$ cat src/rtl/sd_pkg.sv
// Shared definitions for the signed-digit adder pipeline.
// Latency: n/a (types, constants and helper functions only).
// Backpressure: n/a.
// Contents: digit encodings {plus,minus}, accumulator FSM states,
// sd_digit() digit decode and sd_value() whole-vector value.
package sd_pkg;

  localparam logic [1:0] SD_POS  = 2'b10;
  localparam logic [1:0] SD_NEG  = 2'b01;
  localparam logic [1:0] SD_ZERO = 2'b00;

  typedef enum logic {
    ACC_IDLE = 1'b0,
    ACC_BUSY = 1'b1
  } acc_state_t;

  // (1,1) decodes as zero, same as (0,0).
  function automatic logic signed [2:0] sd_digit(input logic p, input logic m);
    logic signed [2:0] d;
    d = 3'sd0;
    if (p && !m) d = 3'sd1;
    else if (m && !p) d = -3'sd1;
    return d;
  endfunction

  // Value of a signed-digit vector; used by the bench as its reference.
  function automatic int sd_value(input logic [31:0] plus, input logic [31:0] minus,
                                  input int width);
    int v;
    v = 0;
    for (int i = 0; i < width; i++) begin
      if (plus[i] && !minus[i]) v = v + (1 << i);
      else if (minus[i] && !plus[i]) v = v - (1 << i);
    end
    return v;
  endfunction

endpackage

$ cat src/rtl/sd_adder_stage.sv
// Carry-free signed-digit adder stage: r + cout*2^WIDTH = a + b + cin.
// Latency: combinational.
// Backpressure: none (pure function of inputs).
// Ports: i_a_*/i_b_* operand digits, i_cin {plus,minus} transfer in,
//        o_r_* result digits, o_cout {plus,minus} transfer out of the top digit.
module sd_adder_stage
  import sd_pkg::*;
#(
  parameter int WIDTH = 5
) (
  input  logic [WIDTH-1:0] i_a_plus,
  input  logic [WIDTH-1:0] i_a_minus,
  input  logic [WIDTH-1:0] i_b_plus,
  input  logic [WIDTH-1:0] i_b_minus,
  input  logic [1:0]       i_cin,
  output logic [WIDTH-1:0] o_r_plus,
  output logic [WIDTH-1:0] o_r_minus,
  output logic [1:0]       o_cout
);

  logic signed [2:0] w_s [WIDTH];     // digit-pair sum, -2..2
  logic signed [2:0] w_t [WIDTH+1];   // transfer into digit i (w_t[0] = cin)
  logic signed [2:0] w_w [WIDTH];     // interim sum digit
  logic signed [2:0] w_r [WIDTH];
  logic [WIDTH-1:0]  w_lower_neg;     // sum of the next-lower position is negative

  always_comb begin
    w_t[0]      = sd_digit(i_cin[1], i_cin[0]);
    w_lower_neg = '0;
    o_r_plus    = '0;
    o_r_minus   = '0;
    for (int i = 0; i < WIDTH; i++) begin
      w_s[i]     = sd_digit(i_a_plus[i], i_a_minus[i]) + sd_digit(i_b_plus[i], i_b_minus[i]);
      w_w[i]     = 3'sd0;
      w_t[i+1]   = 3'sd0;
    end
    // Digit 0 looks at the incoming transfer; higher digits at the pair below.
    w_lower_neg[0] = w_t[0][2];
    for (int i = 1; i < WIDTH; i++) begin
      w_lower_neg[i] = w_s[i-1][2];
    end
    // Choosing t/w from the lower sign keeps w_i + t_i inside {-1,0,1}:
    // a non-negative lower sum can only send t in {0,+1}, negative only {-1,0}.
    for (int i = 0; i < WIDTH; i++) begin
      case (w_s[i])
        3'sd2:  begin w_t[i+1] = 3'sd1;  w_w[i] = 3'sd0; end
        -3'sd2: begin w_t[i+1] = -3'sd1; w_w[i] = 3'sd0; end
        3'sd1: begin
          if (w_lower_neg[i]) begin w_t[i+1] = 3'sd0; w_w[i] = 3'sd1;  end
          else                begin w_t[i+1] = 3'sd1; w_w[i] = -3'sd1; end
        end
        -3'sd1: begin
          if (w_lower_neg[i]) begin w_t[i+1] = -3'sd1; w_w[i] = 3'sd1;  end
          else                begin w_t[i+1] = 3'sd0;  w_w[i] = -3'sd1; end
        end
        default: begin w_t[i+1] = 3'sd0; w_w[i] = 3'sd0; end
      endcase
    end
    for (int i = 0; i < WIDTH; i++) begin
      w_r[i]       = w_w[i] + w_t[i];
      o_r_plus[i]  = (w_r[i] == 3'sd1);
      o_r_minus[i] = (w_r[i] == -3'sd1);
    end
    if (w_t[WIDTH] == 3'sd1)       o_cout = SD_POS;
    else if (w_t[WIDTH] == -3'sd1) o_cout = SD_NEG;
    else                           o_cout = SD_ZERO;
  end

endmodule

$ cat src/rtl/sd_three_operand_adder_pipe.sv
// Two-stage pipelined SD adder R = X + Y + (Z or accumulator) + cin.
// Latency: 2 cycles accept->out_valid; 1 token/cycle normal, 1 per 3 cycles in acc mode.
// Backpressure: valid/ready; out_ready stalls stage 2 then stage 1, acc tokens wait for an empty pipe.
// Ports: in_valid/in_ready, x/y/z plus-minus operands, cin, acc_mode, acc_clear;
//        out_valid/out_ready, results plus-minus, cout_a (stage 1), cout_b (stage 2).
module sd_three_operand_adder_pipe
  import sd_pkg::*;
#(
  parameter int WIDTH = 5
) (
  input  logic             clk,
  input  logic             rst,
  input  logic             in_valid,
  output logic             in_ready,
  input  logic [WIDTH-1:0] x_plus,
  input  logic [WIDTH-1:0] x_minus,
  input  logic [WIDTH-1:0] y_plus,
  input  logic [WIDTH-1:0] y_minus,
  input  logic [WIDTH-1:0] z_plus,
  input  logic [WIDTH-1:0] z_minus,
  input  logic [1:0]       cin,
  input  logic             acc_mode,
  input  logic             acc_clear,
  output logic             out_valid,
  input  logic             out_ready,
  output logic [WIDTH-1:0] results_plus,
  output logic [WIDTH-1:0] results_minus,
  output logic [1:0]       cout_a,
  output logic [1:0]       cout_b
);

  // Stage-1 register bank
  logic             r_v1;
  logic [WIDTH-1:0] r_s1_plus, r_s1_minus, r_z_plus, r_z_minus;
  logic [1:0]       r_cout_a1;
  logic             r_mode1;
  // Stage-2 (output) register bank
  logic             r_out_valid;
  logic [WIDTH-1:0] r_res_plus, r_res_minus;
  logic [1:0]       r_cout_a2, r_cout_b;
  logic             r_mode2;
  // Accumulator
  acc_state_t       r_state;
  logic [WIDTH-1:0] r_acc_plus, r_acc_minus;

  logic [WIDTH-1:0] w_s1_plus, w_s1_minus, w_s2_plus, w_s2_minus, w_z_plus, w_z_minus;
  logic [1:0]       w_s1_cout, w_s2_cout;
  logic             w_adv1, w_adv2, w_accept, w_out_hs;

  assign w_adv2   = ~r_out_valid | out_ready;
  assign w_adv1   = ~r_v1 | w_adv2;
  // An acc token must see the accumulator after the previous acc token has
  // retired, so it is only taken into an empty pipeline.
  assign in_ready = w_adv1 & (~acc_mode | (~r_v1 & ~r_out_valid));
  assign w_accept = in_valid & in_ready;
  assign w_out_hs = r_out_valid & out_ready;

  assign w_z_plus  = acc_mode ? r_acc_plus  : z_plus;
  assign w_z_minus = acc_mode ? r_acc_minus : z_minus;

  sd_adder_stage #(.WIDTH(WIDTH)) u_stage1 (
    .i_a_plus (x_plus),    .i_a_minus (x_minus),
    .i_b_plus (y_plus),    .i_b_minus (y_minus),
    .i_cin    (cin),
    .o_r_plus (w_s1_plus), .o_r_minus (w_s1_minus),
    .o_cout   (w_s1_cout)
  );

  sd_adder_stage #(.WIDTH(WIDTH)) u_stage2 (
    .i_a_plus (r_s1_plus), .i_a_minus (r_s1_minus),
    .i_b_plus (r_z_plus),  .i_b_minus (r_z_minus),
    .i_cin    (SD_ZERO),
    .o_r_plus (w_s2_plus), .o_r_minus (w_s2_minus),
    .o_cout   (w_s2_cout)
  );

  always_ff @(posedge clk or posedge rst) begin
    if (rst) begin
      r_v1       <= 1'b0;
      r_s1_plus  <= '0;
      r_s1_minus <= '0;
      r_z_plus   <= '0;
      r_z_minus  <= '0;
      r_cout_a1  <= SD_ZERO;
      r_mode1    <= 1'b0;
    end else if (w_adv1) begin
      r_v1 <= w_accept;
      if (w_accept) begin
        r_s1_plus  <= w_s1_plus;
        r_s1_minus <= w_s1_minus;
        r_z_plus   <= w_z_plus;
        r_z_minus  <= w_z_minus;
        r_cout_a1  <= w_s1_cout;
        r_mode1    <= acc_mode;
      end
    end
  end

  always_ff @(posedge clk or posedge rst) begin
    if (rst) begin
      r_out_valid <= 1'b0;
      r_res_plus  <= '0;
      r_res_minus <= '0;
      r_cout_a2   <= SD_ZERO;
      r_cout_b    <= SD_ZERO;
      r_mode2     <= 1'b0;
    end else if (w_adv2) begin
      r_out_valid <= r_v1;
      if (r_v1) begin
        r_res_plus  <= w_s2_plus;
        r_res_minus <= w_s2_minus;
        r_cout_a2   <= r_cout_a1;
        r_cout_b    <= w_s2_cout;
        r_mode2     <= r_mode1;
      end
    end
  end

  // Accumulator FSM: BUSY while an acc token is in flight; its result is
  // written back (carries dropped) on the output handshake. Clear wins.
  always_ff @(posedge clk or posedge rst) begin
    if (rst) begin
      r_state     <= ACC_IDLE;
      r_acc_plus  <= '0;
      r_acc_minus <= '0;
    end else begin
      case (r_state)
        ACC_IDLE: if (w_accept && acc_mode) r_state <= ACC_BUSY;
        ACC_BUSY: begin
          if (w_out_hs && r_mode2) begin
            r_state     <= ACC_IDLE;
            r_acc_plus  <= r_res_plus;
            r_acc_minus <= r_res_minus;
          end
        end
        default: r_state <= ACC_IDLE;
      endcase
      if (acc_clear) begin
        r_acc_plus  <= '0;
        r_acc_minus <= '0;
      end
    end
  end

  assign out_valid     = r_out_valid;
  assign results_plus  = r_res_plus;
  assign results_minus = r_res_minus;
  assign cout_a        = r_cout_a2;
  assign cout_b        = r_cout_b;

endmodule

$ cat config.mk
export PLATFORM = sky130hd
export DESIGN_NAME = sd_three_operand_adder_pipe
export DESIGN_NICKNAME = d
export VERILOG_FILES = /design/src/rtl/sd_pkg.sv /design/src/rtl/sd_adder_stage.sv /design/src/rtl/sd_three_operand_adder_pipe.sv
export SDC_FILE = /design/constraint.sdc
export NUM_CORES = 1
export LEC_CHECK = 0
export CORE_MARGIN = 2
export CORE_UTILIZATION = 50
export CTS_BUF_LIST = sky130_fd_sc_hd__clkbuf_16
export DETAILED_ROUTE_END_ITERATION = 10
export PLACE_DENSITY = 0.85
export SYNTH_ARGS = -nofsm -noshare
export SYNTH_HDL_FRONTEND = slang
export SYNTH_HIERARCHICAL = 1
export SYNTH_SLANG_ARGS = --single-unit
$ cat constraint.sdc
create_clock -name clk -period 3.14 [get_ports clk]
set_clock_uncertainty 0.05 [all_clocks]
set_input_delay 0.471 -clock clk [delete_from_list [all_inputs] [get_ports clk]]
set_output_delay 0.471 -clock clk [all_outputs]
set_load 0.01 [all_outputs]
## Yosys cells after proc, flatten, opt, wreduce, memory -nomap -nowiden

Cells that the tools add are included.

| operators by class | value |
|---|---|
| add/subtract/negate cells | 19 |
| shift-type cells | 0 |
| divide/modulo/power cells | 0 |
| bitwise logic cells | 11 |
| equality and inequality tests | 64 |
| reduce and logical (&&, ||, !) cells | 102 |
| magnitude comparators | 0 |
| multipliers | 0 |
| mux-type cells | 104 |

Operators with widths:

| cell | number |
|---|---|
| two-way mux 3 bit | 70 |
| one-hot mux 3 bit (4 select lines) | 9 |
| == test 3 x 1 -> 1 bit, second input constant | 22 |
| == test 3 x 2 -> 1 bit, second input constant | 22 |
| == test 3 bit, second input constant | 20 |
| adder 3 bit | 19 |
| logical AND 1 bit | 44 |
| logical NOT 1 bit | 42 |
| two-way mux 5 bit | 8 |
| OR reduction 2 bit | 11 |
| two-way mux 1 bit | 13 |
| one-hot mux 3 bit (2 select lines) | 1 |
| AND reduction 2 bit | 3 |
| bitwise AND 1 bit | 4 |
| two-way mux 2 bit | 2 |
| NOT 1 bit | 4 |
| nonzero test 2 bit | 2 |
| bitwise OR 1 bit | 3 |
| one-hot mux 1 bit (2 select lines) | 1 |

| storage, ports and cells | value |
|---|---|
| memories | 0 |
| memory bits (read-only) | 0 |
| bits in latches | 0 |
| memory bits (writable) | 0 |
| output and inout bits | 16 |
| bits in registers | 51 |

## Depth between registers and ports, before layout

| logic depth | value |
|---|---|
| depth after elaboration | 10 |
| depth in mapped cells | 15 |
| depth with buffers taken out | 15 |

## Cells and area by module

Netlist, hierarchy kept.

Modules (own cells, without submodules):

| module | times used | cells an instance | area an instance (µm²) |
|---|---|---|---|
| sd_three_operand_adder_pipe | 1 | 154 | 2167.1 |
| sd_adder_stage (u_stage2) | 1 | 119 | 975.9 |
| sd_adder_stage (u_stage1) | 1 | 119 | 973.4 |

## Least setup slack after synthesis

OpenSTA, ideal clock, no wires.

| timing | value |
|---|---|
| path kind | in2reg |
| from | input x_plus[0] |
| to | register r_s1_minus[1] |
| path slack | 80 ps |
| cell stages on the path | 9 |
| setup time | 125 ps |
| data arrival time | 2885 ps |
| buffers on the path | 0 |
| cells stage by stage | inv_1 > ha_1 > inv_1 > ha_1 > fa_1 > nor3b_1 > fa_1 > and3_1 > mux2_4 |

| between the ends | value |
|---|---|
| longest elaborated chain between the ends | 9 |
| elaborated cells between the ends (all ways) | 15 |
| classes of those cells | add/sub (2); eq/ne (5); mux (5); reduce/logical (3) |

Ends and longest elaborated chain:

| element | line | text |
|---|---|---|
| start, declared | sd_three_operand_adder_pipe.sv:15 | `input logic [WIDTH-1:0] x_plus,` |
| logical NOT 1 bit | sd_pkg.sv:22 | `else if (m && !p) d = -3'sd1;` |
| logical AND 1 bit | sd_pkg.sv:22 |  |
| two-way mux 3 bit | sd_pkg.sv:22 |  |
| two-way mux 3 bit (*) | sd_pkg.sv:21 | `if (p && !m) d = 3'sd1;` |
| adder 3 bit (*) | sd_adder_stage.sv:33 | `w_s[i] = sd_digit(i_a_plus[i], i_a_minus[i]) + sd_digit(i_b_plus[i], i_b_minus[i]);` |
| == test 3 bit, or another cell as far along | sd_adder_stage.sv:45 | `case (w_s[i])` |
| one-hot mux 3 bit (4 select lines) or two-way mux 3 bit (tied branches) | n/a |  |
| adder 3 bit (*) | sd_adder_stage.sv:60 | `w_r[i] = w_w[i] + w_t[i];` |
| == test 3 x 1 -> 1 bit (*) | sd_adder_stage.sv:62 | `o_r_minus[i] = (w_r[i] == -3'sd1);` |
| net w_s1_minus[1] | sd_three_operand_adder_pipe.sv:46 | `logic [WIDTH-1:0] w_s1_plus, w_s1_minus, w_s2_plus, w_s2_minus, w_z_plus, w_z_minus;` |
| end signal, assigned | sd_three_operand_adder_pipe.sv:90 | `r_s1_minus <= w_s1_minus;` |
| end, declared | sd_three_operand_adder_pipe.sv:34 | `logic [WIDTH-1:0] r_s1_plus, r_s1_minus, r_z_plus, r_z_minus;` |

The timed path passes the listed nets; every way through them passes the cells marked *.
A chain may end at the register's enable or synchronous reset.

## Worst setup path after layout

| timing | value |
|---|---|
| from | register r_s1_plus[4] |
| to | register r_res_minus[4] (netlist: results_minus[4]) |

| between the ends | value |
|---|---|
| longest elaborated chain between the ends | 10 |
| elaborated cells between the ends (all ways) | 12 |
| classes of those cells | add/sub (2); eq/ne (3); mux (3); reduce/logical (4) |

Ends and longest elaborated chain:

| element | line | text |
|---|---|---|
| start, declared | sd_three_operand_adder_pipe.sv:34 |  |
| start signal, assigned | sd_three_operand_adder_pipe.sv:89 | `r_s1_plus <= w_s1_plus;` |
| logical NOT 1 bit | sd_pkg.sv:22 |  |
| logical AND 1 bit | sd_pkg.sv:22 |  |
| two-way mux 3 bit | sd_pkg.sv:22 |  |
| two-way mux 3 bit (*) | sd_pkg.sv:21 |  |
| adder 3 bit (*) | sd_adder_stage.sv:33 |  |
| == test 3 x 1 -> 1 bit or == test 3 bit (tied branches) | sd_adder_stage.sv:45 |  |
| OR reduction 2 bit (no line) (*) | n/a |  |
| two-way mux 3 bit (*) | n/a |  |
| adder 3 bit (*) | sd_adder_stage.sv:60 |  |
| == test 3 x 1 -> 1 bit (*) | sd_adder_stage.sv:62 |  |
| net w_s2_minus[4] | sd_three_operand_adder_pipe.sv:46 |  |
| end signal, assigned | sd_three_operand_adder_pipe.sv:111 | `r_res_minus <= w_s2_minus;` |
| end, declared | sd_three_operand_adder_pipe.sv:39 | `logic [WIDTH-1:0] r_res_plus, r_res_minus;` |

Marked as above.

==> results.py <==
metrics = {
    "outcome": {
        "outcome": "completed",
    },
    "synth": {
        "synth_area_leader_cell": "dfrtp_1",
        "synth_area_um2": 4120,
        "synth.avg_cell_area_um2": 10.5,
        "seq_area_frac_synth_pct": 31.0,
        "async_flop_share_pct": 100,
        "synth-edff-count": 0,
        "synth_ff_type": "dfrtp_1",
        "synth_cell_types": 41,
        "synth.ff_latch_count": 51,
        "synthTopCellsByArea": "dfrtp_1 31%, ha_1 12%, fa_1 12%",
        "yosysWarnings": 6,
        "synthCells": 392,
        "synth_top_area_share_pct": 31.0,
    },
    "placement": {
        "dp_hpwl_um": 5880,
        "port_buffers": 53,
        "post_dp_cell_area_um2": 4840,
        "dp_cells": 560,
        "place_ws_ns": -0.552,
        "place.gp.congestion": 0.843,
    },
    "layout": {
        "drive_gt1_share_pct": 31.4,
        "fin_area_um2": 5220,
        "regArea_um2": 1280,
        "synthToLayoutAreaGrowth_pct": 26.7,
        "fin_cells": 577,
        "antenna_cells": 0,
        "fillers": 659,
        "finalNetCount": 573,
        "multi_input_area_um2": 2690,
    },
    "worst_setup_path": {
        "path_class": "reg -> reg",
        "crit_required_ns": 3.26,
        "critPathLaunchType": "flop",
        "cp-end-kind": "flop",
        "path_max_fanout": 4,
        "cp.arrival_ns": 3.26,
    },
    "floorplanning": {
        "die_x_um": 94.7,
        "rows": 33,
        "io_pins": 54,
        "start_util_pct": 50.9,
        "die_area_um2": 8970,
        "core_um2": 8090,
        "fp.dieH_um": 94.7,
    },
    "timing": {
        "setup_violations": 0,
        "postLayoutSetupSlackWorst_ns": 0.00566,
        "tightestPinTransition_ns": 1.02,
        "post-route-period-util_pct": 99.8,
        "rsz0062_at_grt": "yes",
        "fin_crit_ns": 3.13,
        "relSlewSlack_pct": 31.8,
        "fmaxAchievable_mhz": 319,
        "finalHoldViolations": 0,
        "drv_slew": 0,
    },
    "clock_network": {
        "clock_latency_ns": 0.29,
        "clock_path_buffers": 2,
        "numCtsBuffers": 5,
        "cts_tree": "yes",
        "clk_pin_slew_ns": 0.07,
        "cts_num_sinks": 51,
        "ctsRootBufferMaster": "clkbuf_16",
        "htree_levels": 2,
    },
    "power": {
        "vdd_drop_max_mv": 0.307,
        "power_density_nw_per_um2": 767,
        "leakagePower_nw": 2.52,
    },
    "global_routing": {
        "antenna_found_initial": 0,
        "use_met1_pct": 21.9,
        "busiest_layer": "met2",
        "grt_max_degree": 52,
        "grt_first_pass_wirelength_um": 13200,
        "grt_util_all_layers_pct": 18.2,
        "grt_pass1_vias": 3078,
        "met2_usage_pct": 33.9,
        "grt_overflow": 0,
        "met3_usage_pct": 2.08,
    },
    "drt": {
        "wire_per_inst_um": 14.3,
        "drcViolationCount": 0,
        "totalWireLength_um": 8230,
        "vias_per_cell": 5.12,
        "ant_nets": 0,
        "drt-pass1-iter-count": 4,
        "vias": 2957,
        "drt_iter0_drc": 82,
    },
    "worst_hold_path": {
        "hold_path_class": "reg -> reg",
    },
    "flow_run": {
        "drv_cap": 0,
    },
}
## report_power, final
group | total (mW) | internal, mW | switching [mW]
Sequential | 0.908 | 0.806 | 0.102
Combinational | 2.56 | 1.34 | 1.23
Clock | 0.529 | 0.294 | 0.235
Total | 4.00 | 2.44 | 1.56
## logic make-up (layout without fill, tap and decap cells)
group                      count (synthesis)  after routing  synth area share, %
and+or+nand+nor                           95             95                 13.2
AOI/OAI and AO/OA                         44             44                 6.69
buffers and inverters                     80            159                 8.18
other                                      1              2               0.0911
adders and majority gates                 64             64                 23.8
DFF                                       51             51                 31.0
xor gates and xnor gates                  10             10                 2.49
muxes                                     47             47                 14.5
## registers in the layout, indices dropped and copies added, names as in the netlist
register,flops
r_s1_plus,5
results_minus,5
cout_a,2
r_s1_minus,5
r_acc_plus,5
r_mode2,1
results_plus,5
r_mode1,1
r_z_plus,5
r_v1,1
cout_b,2
out_valid,1
r_cout_a1,2
r_state,1
r_acc_minus,5
r_z_minus,5
## per-layer routing
| metal | up-vias | part of all wire (%) | routed length (um) |
|---|---|---|---|
| met5 | - | 0 | 0 |
| met4 | 0 | 0.95 | 78 |
| met3 | 6 | 3.8 | 313 |
| met2 | 69 | 54 | 4450 |
| met1 | 1461 | 41 | 3380 |
| li1 | 1421 | - | - |
## layout make-up
cell class / count / share of cell area, %
clock buffer: 5 / 2.40
sequential: 51 / 24.5
clock inverter: 3 / 0.384
timing repair buffer: 79 / 13.5
tap: 105 / 2.52
multi-input combinational: 262 / 51.6
inverter: 72 / 5.18
## through the flow
stage / TNS, ns / power [mW] / hold WS, ns / util (%)
floorplan: 0 / 2.44 / 0.396 / -
finish: 0 / 4.00 / 0.428 / 64.5
detailed placement: -3.55 / 3.00 / 0.414 / 59.8
CTS: 0 / 3.59 / 0.429 / 62.0
global placement: -2.78 / 2.85 / 0.406 / 59.8
global route: -0.330 / 4.33 / 0.455 / 64.5
## path summary, 6_finish.rpt
path	cells past startpoint	end	slack, ns	start
min reg2reg	1	r_mode1	0.43	r_mode1
max reg2reg	13	results_minus[4]	0.006	r_s1_plus[4]
max in group asynchronous	2	r_z_minus[4]	1.71	rst
min	1	r_mode1	0.43	r_mode1
min in group asynchronous	2	r_z_plus[0]	0.70	rst
max	13	results_minus[4]	0.006	r_s1_plus[4]
## critical path, stage by stage, from the launching register on
cell,delay [ns]
dfrtp_1,0.36
inv_1,0.05
ha_1,0.28
inv_1,0.06
ha_2,0.16
inv_2,0.03
fa_2,0.57
xor2_2,0.16
and2_1,0.15
ha_2,0.17
inv_2,0.03
fa_1,0.50
and3b_1,0.18
mux2_2,0.26
## cell usage after synthesis, drive strengths merged (2+ instances only)
cell	instances
inv	72
a211oi	4
dfrtp	51
and3	10
nor2	3
buf	8
a31o	2
o21a	2
ha	40
a21oi	17
nand2	32
nand2b	5
mux2	47
o21ai	13
a22o	4
nand3	5
and2	10
nor3b	12
and3b	2
xor2	9
nor2b	10
or2	2
fa	24
## cells in the final DEF, fill, tap and decap left out, drive strengths merged, types with 2 or more instances in the layout
cell type,netlist,routed
inv,72,72
dfrtp,51,51
mux2,47,47
ha,40,40
clkdlybuf4s50,0,33
nand2,32,32
buf,8,26
fa,24,24
a21oi,17,17
dlygate4sd2,0,17
o21ai,13,13
nor3b,12,12
and2,10,10
and3,10,10
nor2b,10,10
xor2,9,9
clkbuf,0,6
nand2b,5,5
nand3,5,5
a22o,4,4
a211oi,4,4
nor2,3,3
clkdlybuf4s15,0,2
or2,2,2
o21a,2,2
and3b,2,2
a31o,2,2
conb,1,2
clkinv,0,2
## what timing repair did
action,4_1_cts,5_1_grt
gates resized for setup,44,44
endpoints found under the hold margin,0,0
setup buffers,1,8
hold buffers,0,0
endpoints found under the setup margin,8,11
pin swaps,34,25
Note: power is estimated with default switching activity, not from simulation.
